## src/rtl/xmodem_receiver_if.sv

```systemverilog
// Byte link toward the XMODEM sender plus the payload write port of the receiver.
// master = receiver side, slave = UART / payload-memory side.
interface xmodem_receiver_if;
  logic [7:0] rx_byte;
  logic       rx_valid;
  logic [7:0] tx_byte;
  logic       tx_valid;
  logic       tx_ready;
  logic       wr_en;
  logic [4:0] wr_block;
  logic [6:0] wr_byte;
  logic [7:0] wr_data;
  logic       blk_commit;

  modport master (
    input  rx_byte, rx_valid, tx_ready,
    output tx_byte, tx_valid, wr_en, wr_block, wr_byte, wr_data, blk_commit
  );

  modport slave (
    output rx_byte, rx_valid, tx_ready,
    input  tx_byte, tx_valid, wr_en, wr_block, wr_byte, wr_data, blk_commit
  );
endinterface

```

## src/rtl/xmodem_receiver.sv

```systemverilog
// XMODEM (checksum) receiver: NAK-initiated handshake, header/checksum validation,
// ACK/NAK/CAN responses and payload streaming into 32 block slots.
module xmodem_receiver #(
  parameter int TIMEOUT   = 1 << 20,
  parameter int MAX_RETRY = 10
) (
  input  logic              clk,
  input  logic              rst_n,
  input  logic              start,
  xmodem_receiver_if.master bus,
  output logic [5:0]        blk_count,
  output logic              busy,
  output logic              done,
  output logic              error
);

  localparam int TW = (TIMEOUT > 2) ? $clog2(TIMEOUT) : 1;
  localparam int RW = $clog2(MAX_RETRY + 1);

  localparam logic [7:0] SOH = 8'h01;
  localparam logic [7:0] EOT = 8'h04;
  localparam logic [7:0] ACK = 8'h06;
  localparam logic [7:0] NAK = 8'h15;
  localparam logic [7:0] CAN = 8'h18;

  typedef enum logic [3:0] {
    S_IDLE, S_SEND_NAK, S_WAIT_HDR, S_BLK, S_NBLK,
    S_DATA, S_CSUM, S_RESP, S_FINISH, S_ABORT
  } state_t;

  state_t          state, state_nxt, resp_to, resp_q;
  logic [7:0]      blk, nblk, expected, sum, tx_code;
  logic [6:0]      byte_idx;
  logic [RW-1:0]   retry;
  logic [TW-1:0]   tmo;
  logic            tx_load, commit, retry_inc, begin_xfer;
  logic            in_window, tmo_hit, hdr_good, is_new, is_dup, sum_ok, room, wr_take;

  assign in_window = state inside {S_WAIT_HDR, S_BLK, S_NBLK, S_DATA, S_CSUM};
  assign tmo_hit   = in_window && !bus.rx_valid && (tmo == TW'(TIMEOUT - 1));
  assign hdr_good  = (blk ^ nblk) == 8'hFF;
  assign is_new    = hdr_good && (blk == expected);
  assign is_dup    = hdr_good && (blk == expected - 8'd1);
  assign sum_ok    = bus.rx_byte == sum;
  assign room      = blk_count < 6'd32;
  assign wr_take   = (state == S_DATA) && bus.rx_valid && is_new && room;

  always_ff @(posedge clk or negedge rst_n) begin
    if (!rst_n) state <= S_IDLE;
    else        state <= state_nxt;
  end

  always_comb begin
    state_nxt  = state;
    tx_load    = 1'b0;
    tx_code    = ACK;
    resp_to    = S_WAIT_HDR;
    commit     = 1'b0;
    retry_inc  = 1'b0;
    begin_xfer = 1'b0;
    case (state)
      S_IDLE: if (start) begin
        begin_xfer = 1'b1;
        state_nxt  = S_SEND_NAK;
      end
      S_SEND_NAK: begin
        tx_load   = 1'b1;
        state_nxt = S_RESP;
        if (retry == RW'(MAX_RETRY)) begin
          tx_code = CAN;
          resp_to = S_ABORT;
        end else begin
          tx_code   = NAK;
          retry_inc = 1'b1;
        end
      end
      S_WAIT_HDR: if (bus.rx_valid) begin
        case (bus.rx_byte)
          SOH: state_nxt = S_BLK;
          EOT: begin
            tx_load   = 1'b1;
            resp_to   = S_FINISH;
            state_nxt = S_RESP;
          end
          CAN:     state_nxt = S_ABORT;
          default: state_nxt = S_WAIT_HDR;
        endcase
      end
      S_BLK:  if (bus.rx_valid) state_nxt = S_NBLK;
      S_NBLK: if (bus.rx_valid) state_nxt = S_DATA;
      S_DATA: if (bus.rx_valid && byte_idx == 7'd127) state_nxt = S_CSUM;
      S_CSUM: if (bus.rx_valid) begin
        if (is_new && sum_ok && room) begin
          tx_load   = 1'b1;
          commit    = 1'b1;
          state_nxt = S_RESP;
        end else if (is_dup && sum_ok) begin
          tx_load   = 1'b1;
          state_nxt = S_RESP;
        end else if (is_new && sum_ok) begin
          // A 33rd block has nowhere to go: cancel rather than NAK forever.
          tx_load   = 1'b1;
          tx_code   = CAN;
          resp_to   = S_ABORT;
          state_nxt = S_RESP;
        end else begin
          state_nxt = S_SEND_NAK;
        end
      end
      S_RESP:   if (bus.tx_valid && bus.tx_ready) state_nxt = resp_q;
      S_FINISH: state_nxt = S_IDLE;
      S_ABORT:  state_nxt = S_IDLE;
      default:  state_nxt = S_IDLE;
    endcase
    // Receive states only move on rx_valid, so the timeout can simply override.
    if (tmo_hit) state_nxt = S_SEND_NAK;
  end

  always_ff @(posedge clk or negedge rst_n) begin
    if (!rst_n) begin
      bus.tx_byte    <= '0;
      bus.tx_valid   <= 1'b0;
      bus.wr_en      <= 1'b0;
      bus.wr_block   <= '0;
      bus.wr_byte    <= '0;
      bus.wr_data    <= '0;
      bus.blk_commit <= 1'b0;
      blk_count      <= '0;
      busy           <= 1'b0;
      done           <= 1'b0;
      error          <= 1'b0;
      resp_q         <= S_WAIT_HDR;
      blk            <= '0;
      nblk           <= '0;
      expected       <= '0;
      sum            <= '0;
      byte_idx       <= '0;
      retry          <= '0;
      tmo            <= '0;
    end else begin
      bus.blk_commit <= commit;
      bus.wr_en      <= wr_take;

      if (tx_load) begin
        bus.tx_valid <= 1'b1;
        bus.tx_byte  <= tx_code;
        resp_q       <= resp_to;
      end else if (bus.tx_valid && bus.tx_ready) begin
        bus.tx_valid <= 1'b0;
      end

      if (!in_window || bus.rx_valid || tmo_hit) tmo <= '0;
      else                                       tmo <= tmo + TW'(1);

      if (begin_xfer) begin
        blk_count <= '0;
        retry     <= '0;
        done      <= 1'b0;
        error     <= 1'b0;
        expected  <= 8'd1;
        busy      <= 1'b1;
      end
      if (retry_inc) retry <= retry + RW'(1);
      if (commit) begin
        blk_count <= blk_count + 6'd1;
        expected  <= expected + 8'd1;
        retry     <= '0;
      end

      case (state)
        S_BLK: if (bus.rx_valid) blk <= bus.rx_byte;
        S_NBLK: if (bus.rx_valid) begin
          nblk     <= bus.rx_byte;
          sum      <= '0;
          byte_idx <= '0;
        end
        S_DATA: if (bus.rx_valid) begin
          sum      <= sum + bus.rx_byte;
          byte_idx <= byte_idx + 7'd1;
          if (wr_take) begin
            bus.wr_data  <= bus.rx_byte;
            bus.wr_byte  <= byte_idx;
            bus.wr_block <= blk_count[4:0];
          end
        end
        S_FINISH: begin
          done <= 1'b1;
          busy <= 1'b0;
        end
        S_ABORT: begin
          error <= 1'b1;
          busy  <= 1'b0;
        end
        default: ;
      endcase
    end
  end

endmodule

```

## src/flat_wrapper.sv

```systemverilog
// flat-port wrapper written by rule: the top's interface ports become plain ports
module xmodem_receiver_flat 
#(
  parameter int TIMEOUT   = 1 << 20,
  parameter int MAX_RETRY = 10
)
  (clk, rst_n, start, blk_count, busy, done, error, bus_rx_byte, bus_rx_valid, bus_tx_ready, bus_tx_byte, bus_tx_valid, bus_wr_en, bus_wr_block, bus_wr_byte, bus_wr_data, bus_blk_commit);
  xmodem_receiver_if bus_i ();
  input  logic clk;
  input  logic rst_n;
  input  logic start;
  output logic [5:0] blk_count;
  output logic busy;
  output logic done;
  output logic error;
  input wire logic [$bits(bus_i.rx_byte)-1:0] bus_rx_byte;
  input wire logic [$bits(bus_i.rx_valid)-1:0] bus_rx_valid;
  input wire logic [$bits(bus_i.tx_ready)-1:0] bus_tx_ready;
  output wire logic [$bits(bus_i.tx_byte)-1:0] bus_tx_byte;
  output wire logic [$bits(bus_i.tx_valid)-1:0] bus_tx_valid;
  output wire logic [$bits(bus_i.wr_en)-1:0] bus_wr_en;
  output wire logic [$bits(bus_i.wr_block)-1:0] bus_wr_block;
  output wire logic [$bits(bus_i.wr_byte)-1:0] bus_wr_byte;
  output wire logic [$bits(bus_i.wr_data)-1:0] bus_wr_data;
  output wire logic [$bits(bus_i.blk_commit)-1:0] bus_blk_commit;
  assign bus_i.rx_byte = bus_rx_byte;
  assign bus_i.rx_valid = bus_rx_valid;
  assign bus_i.tx_ready = bus_tx_ready;
  assign bus_tx_byte = bus_i.tx_byte;
  assign bus_tx_valid = bus_i.tx_valid;
  assign bus_wr_en = bus_i.wr_en;
  assign bus_wr_block = bus_i.wr_block;
  assign bus_wr_byte = bus_i.wr_byte;
  assign bus_wr_data = bus_i.wr_data;
  assign bus_blk_commit = bus_i.blk_commit;
  xmodem_receiver #(.TIMEOUT(TIMEOUT), .MAX_RETRY(MAX_RETRY)) u_core (.clk(clk), .rst_n(rst_n), .start(start), .bus(bus_i), .blk_count(blk_count), .busy(busy), .done(done), .error(error));
endmodule
```

## config.mk

```make
export PLATFORM = sky130hd
export DESIGN_NAME = xmodem_receiver_flat
export DESIGN_NICKNAME = d
export VERILOG_FILES = /design/src/rtl/xmodem_receiver_if.sv /design/src/rtl/xmodem_receiver.sv /design/src/flat_wrapper.sv
export SDC_FILE = /design/constraint.sdc
export NUM_CORES = 1
export LEC_CHECK = 0
export ABC_AREA = 1
export CAP_MARGIN = 20
export CORE_MARGIN = 3
export CORE_UTILIZATION = 54
export CTS_CLUSTER_SIZE = 20
export DETAILED_ROUTE_END_ITERATION = 8
export HOLD_SLACK_MARGIN = 0.03
export PLACE_DENSITY_LB_ADDON = 0.08
export SETUP_SLACK_MARGIN = 0.5
export SLEW_MARGIN = 20
export SYNTH_ARGS = -nofsm -noshare
export SYNTH_HDL_FRONTEND = slang
export SYNTH_SLANG_ARGS = --single-unit
```

## constraint.sdc

```tcl
create_clock -name clk -period 2.8 [get_ports clk]
set_input_delay 0.42 -clock clk [delete_from_list [all_inputs] [get_ports clk]]
set_output_delay 0.42 -clock clk [all_outputs]
set_load 0.03 [all_outputs]
```

Word-level counts from Yosys, hierarchy flattened
Index checks and enable logic that the tools add are counted.
{"block": "word_totals", "register_bits": 111, "wordCells": 150}
{"block": "op_classes", "add_sub_neg": 7, "eq_ne": 28, "n_reduce_logical": 31, "order_cmp": 1, "n_mux": 62, "bitwise_logic": 1}
{"operator": "$mux 4", "count": 21}
{"operator": "$mux 8", "count": 7}
{"operator": "$pmux 4 s8", "count": 1}
{"operator": "$pmux 8 s2", "count": 2}
{"operator": "$eq 8x8->1", "count": 3}
{"operator": "$pmux 4 s3", "count": 2}
{"operator": "$add 20x1->20 const B", "count": 1}
{"operator": "$eq 20x20->1 const B", "count": 1}
{"operator": "$mux 1", "count": 20}
{"operator": "$mux 20", "count": 1}
{"operator": "$ne 3x2->1 const B", "count": 6}
{"operator": "$eq 4x3->1 const B", "count": 4}
{"operator": "$mux 7", "count": 2}
{"operator": "$pmux 7 s2", "count": 1}
{"operator": "$eq 4x4->1 const B", "count": 3}
{"operator": "$logic_and 1x1->1", "count": 12}
{"operator": "$mux 6", "count": 2}
{"operator": "$reduce_bool 2->1", "count": 6}
{"operator": "$add 8x1->8 const B", "count": 1}
{"operator": "$add 8x8->8", "count": 1}
{"operator": "$eq 4x2->1 const B", "count": 2}
{"operator": "$eq 8x1->1 const B", "count": 1}
{"operator": "$eq 8x3->1 const B", "count": 1}
{"operator": "$eq 8x5->1 const B", "count": 1}
{"operator": "other kinds (23)", "count": 28}

Depth between registers and ports, before layout
{"block": "logic_depth", "depth_word": 10, "ltp_mapped": 17, "ltp_nobuf": 16}

Worst setup path before layout
No wires, ideal clock.
{"block": "synth_timing", "path_kind": "input to register", "start": "in bus_rx_byte[2]", "end": "reg u_core.bus.tx_byte[0]", "arrival_time_ps": 1774, "setup_time_ps": 122, "path_stages": 14, "path_slack_ps": 904, "cell_sequence": "ha_1 nor2_1 and2_1 nand2_1 nor2_1 nand2_1 nor2_1 nand3_1 nand2_1 nand2_1 nand2_1 nand2_2 nand3_1 nand2_1"}
{"block": "synth_between", "elab_chain_cells": 7, "word_cells_on_any_way": 16, "classes_between": "2 x eq/ne; 11 x mux; 3 x reduce/logical"}
{"element": "start: declaration", "line": "flat_wrapper.sv:16", "rtl": "input wire logic [$bits(bus_i.rx_byte)-1:0] bus_rx_byte;"}
{"element": "$eq 8x8->1", "line": "xmodem_receiver.sv:44", "rtl": "assign sum_ok = bus.rx_byte == sum;"}
{"element": "$logic_and 1x1->1", "line": "xmodem_receiver.sv:93, xmodem_receiver.sv:100"}
{"element": "$mux 1", "line": "xmodem_receiver.sv:100", "rtl": "end else if (is_new && sum_ok) begin"}
{"element": "$mux 1", "line": "xmodem_receiver.sv:97", "rtl": "end else if (is_dup && sum_ok) begin"}
{"element": "$mux 1", "line": "xmodem_receiver.sv:93", "rtl": "if (is_new && sum_ok && room) begin"}
{"element": "$mux 1", "line": "xmodem_receiver.sv:92", "rtl": "S_CSUM: if (bus.rx_valid) begin"}
{"element": "$pmux 1 s3", "line": "xmodem_receiver.sv:61", "rtl": "case (state)"}
{"element": "end signal: assignment", "line": "xmodem_receiver.sv:146", "rtl": "bus.tx_byte <= tx_code;"}
{"element": "end: declaration", "line": "xmodem_receiver_if.sv:17", "rtl": "output tx_byte, tx_valid, wr_en, wr_block, wr_byte, wr_data, blk_commit"}
Parallel ways exist; a longest one is shown, timed or not.
A chain may end at the register's enable or synchronous reset.

Worst setup path after layout
{"block": "layout_timing", "start": "in bus_rx_byte[3]", "end": "reg u_core.bus.tx_byte[2]"}
{"block": "layout_between", "elab_chain_cells": 7, "word_cells_on_any_way": 17, "classes_between": "2 x eq/ne; 12 x mux; 3 x reduce/logical"}
{"element": "$eq 8x8->1", "line": "xmodem_receiver.sv:44"}
{"element": "$logic_and 1x1->1", "line": "xmodem_receiver.sv:93, xmodem_receiver.sv:100"}
{"element": "$mux 1 / $mux 5 (equally long branches)", "line": "xmodem_receiver.sv:100"}
{"element": "$mux 1 / $mux 8 (equally long branches)", "line": "xmodem_receiver.sv:97"}
{"element": "$mux 1 / $mux 8 (equally long branches)", "line": "xmodem_receiver.sv:93"}
{"element": "$mux 1 / $mux 8 (equally long branches)", "line": "xmodem_receiver.sv:92"}
{"element": "$pmux 1 s3 / $pmux 8 s2 (equally long branches)", "line": "xmodem_receiver.sv:61"}
Parallel ways exist; a longest one is shown, timed or not.

==> metrics.log <==
[metrics] initial antenna violation count: 0
[metrics] Worst setup SP type: primary input
[metrics] kind of path behind the tightest hold check: primary input to asynchronous set/reset pin
[metrics] number of buffers added by the clock tree synthesis step: 9
[metrics] number of standard cells after synthesis: 719
[metrics] critical path endpoint category: register
[metrics] post-synth design cell area: 5750 um2
[metrics] layout cell share with drive strength beyond 1: 8.00%
[metrics] via count of the first global-routing pass: 4654
[metrics] HPWL after DPL: 9850 um
[metrics] Yosys Warn Count: 0
[metrics] Slew Limit Headroom: 58.7%
[metrics] ANT nets after route: 0
[metrics] initial core utilization: 55.7%
[metrics] highest achievable clock rate: 463 MHz
[metrics] top-area cell type share of the netlist area: 46.1%
[metrics] core occupancy in the finished layout: 64.3%
[metrics] DRC: 0
[metrics] Worst Reg-to-Reg Cells: 16
[metrics] Ant. Diodes: 0
[metrics] outcome: completed
[metrics] count of different cell masters after synthesis: 54
[metrics] weighted congestion at the end of routability-driven global placement: 0.890
[metrics] buffers from clock root to sink, at most: 2
[metrics] DR WL/cell: 14.3 um
[metrics] number of DRC violations after detailed-routing iteration 0: 251
[metrics] largest net degree at the start of global routing: 48
[metrics] Hold Vio Cnt, Final: 0
[metrics] number of failing setup endpoints in the final timing report: 0
[metrics] vias after detailed routing: 4820
[metrics] global routing usage summed across all routing layers: 23.7%
[metrics] CP endpoint: u_core.bus.tx_byte[2]
[metrics] count of flip-flops with a built-in enable after synthesis: 0
[metrics] post-route clock period utilization: 77.1%
[metrics] Horiz. Die Dim: 109 um
[metrics] Avg Inst Size Synth: 8.00 um2
[metrics] cts-stage hold buffer count: 0
[metrics] worst reg2reg endpoint: u_core.resp_q[1]
[metrics] Floorplan Core Area: 10300 um2
[metrics] residual overflow from global routing: 0
[metrics] count of buffers inserted at the top-level ports: 49
[metrics] post-synth top area cell: dfrtp_1
[metrics] Area growth, synth to finish: 15.4%
[metrics] total power per unit cell area: 777 nW/um2
[metrics] H-tree depth reported by CTS: 3
[metrics] Root Driver: clkbuf_8
[metrics] synth top area cells: dfrtp_1 (46%), nand2_1 (12%), inv_1 (6.1%)
[metrics] I/O pin total: 53
[metrics] sinks on the clock net: 107
[metrics] most frequently used flop master after synthesis: dfrtp_1
[metrics] list of most frequent post-synthesis cells: nand2_1 (183), dfrtp_1 (106), inv_1 (93)
[metrics] final-layout setup total negative slack: 0 ns
[metrics] overall die height: 109 um
[metrics] CP Data Required Time: 3.09 ns
[metrics] proportion of synthesized chip area in sequential cells: 46.6%
[metrics] number of optimization iterations in the first detailed-route pass: 5
[metrics] crit path launch: bus_rx_byte[3]
[metrics] internal reg-to-reg setup slack: 0.67 ns
[metrics] final-report max-slew violation count: 0
[metrics] flip-flop and latch count after synthesis: 107
[metrics] clock tree from TritonCTS: built
[metrics] drt via density: 5.29
[metrics] library cell with the highest instance count after synthesis: nand2_1
[metrics] transition time at the pin with the least slew margin: 0.620 ns
[metrics] worst r2r src: u_core.expected[0]
[metrics] global-route wire length before repair: 22000 um
[metrics] fraction of registers with async set/reset: 100%
[metrics] total wirelength of the detailed-routed design: 13000 um
[metrics] standby leakage power: 0.00318 uW
[metrics] setup repair after global routing missed its margin: no
[metrics] insertion delay to the later sink of the worst-skew pair: 0.39 ns
[metrics] max-cap violations: 0
[metrics] clock input transition at the sequential cells of the worst setup and hold paths: 0.10 ns
[metrics] clk_skew: 0.0108 ns
[metrics] maximum vdd ir drop: 0.522 mV
[metrics] row count: 37
[metrics] final net count: 800
[metrics] shortest clock period the worst path allows after layout: 2.16 ns
[metrics] type of the worst setup path: primary input to register
[metrics] data arrival time of the critical path: 2.45 ns
[metrics] CP max FO: 4
[metrics] overall die area: 11900 um2
[cells by family after synthesis]
family                     share of synthesized area, %
and+or+nand+nor                                    25.8
adders and majority gates                          3.39
AOI/OAI and AO/OA                                  10.9
muxes                                             0.174
buffers and inverters                              8.66
DFF                                                46.6
xor gates and xnor gates                           4.42
other                                            0.0652
[per-stage QoR]
| step | hold slack (ns) | cell area, um2 | cells | setup slack [ns] | total power (uW) |
|---|---|---|---|---|---|
| finish | 0.0354 | 6640 | 911 | 0.640 | 5160 |
| global route | 0.0744 | 6640 | 911 | 0.499 | 5570 |
| CTS | 0.0452 | 6560 | 910 | 0.532 | 5150 |
| detailed placement | 0.468 | 6360 | 896 | 0.0425 | 4110 |
| global placement | 0.458 | 6360 | 896 | 0.153 | 4050 |
| floorplan | 0.124 | 5760 | 721 | 0.904 | 3560 |
[metal layers]
metal,global-route usage [%],part of all wire (%),vias to the layer above
met5,0,0,-
met4,8.01,1.7,0
met3,5.21,4.9,16
met2,38.9,48,119
met1,31.3,45,2285
li1,-,-,2400
[flip-flops by register name, indices dropped and copies added (netlist names)]
register,count
u_core.byte_idx,7
u_core.bus.wr_block,5
u_core.tmo,20
u_core.nblk,8
u_core.bus.tx_valid,1
u_core.blk_count,6
u_core.bus.blk_commit,1
u_core.busy,1
u_core.retry,4
u_core.bus.wr_byte,7
u_core.expected,8
u_core.resp_q,3
u_core.blk,8
u_core.sum,8
u_core.bus.wr_en,1
u_core.done,1
u_core.bus.tx_byte,5
u_core.state,4
u_core.bus.wr_data,8
u_core.error,1
[layout by cell type, fill, tap and decap left out, types with 10 or more instances in the layout]
master           count
o21ai_0             46
xnor2_1             11
o21ai_2             10
a21oi_1             17
xor2_1              18
dfrtp_1            106
nor3_1              13
ha_1                10
clkdlybuf4s50_1     44
inv_1               93
o22ai_1             11
nand2_1            182
nor2_1              76
nand3_1             36
[how the worst min path moves through the flow]
stage / slack (ns) / cells past startpoint / to
floorplan: 0.12 / 0 / u_core.blk[0]
global placement: 0.46 / 2 / u_core.sum[0]
detailed placement: 0.47 / 2 / u_core.bus.wr_data[6]
CTS: 0.05 / 1 / u_core.bus.wr_block[2]
global route: 0.07 / 1 / u_core.nblk[1]
finish: 0.04 / 1 / u_core.bus.wr_block[2]
[repair_timing]
| action | 4_1_cts | 5_1_grt |
|---|---|---|
| setup endpoints to repair | 3 | 40 |
| resized for setup | 1 | 14 |
| pin swaps | 0 | 1 |
| setup buffers | 0 | 1 |
| endpoints found under the hold margin | 0 | 0 |
[power by group]
part           internal (uW)  leakage, uW  switching [uW]
Combinational            746      0.00166            1230
Sequential              1870      0.00143             304
Clock                    492    0.0000972             523
[worst max-delay path, stage by stage]
cell and delay, ns:
clkdlybuf4s50_1 0.47, ha_1 0.37, nor3_1 0.17, nand2_1 0.12, nor2_4 0.12, inv_1 0.06, nor2_2 0.14, nand4_1 0.19
nand2_1 0.14, nand2_1 0.10, nand2_1 0.09, nand2_1 0.05
[cell type report]
cell class	count	area, um2
repair buffers	56	567
inverters	101	383
flip-flops and latches	107	2680
fillers	898	3680
multi-input cells	497	2640
well taps	136	170
clock buffers	9	124
clock inverters	5	80.1
Power figures use the tool's default switching activity.
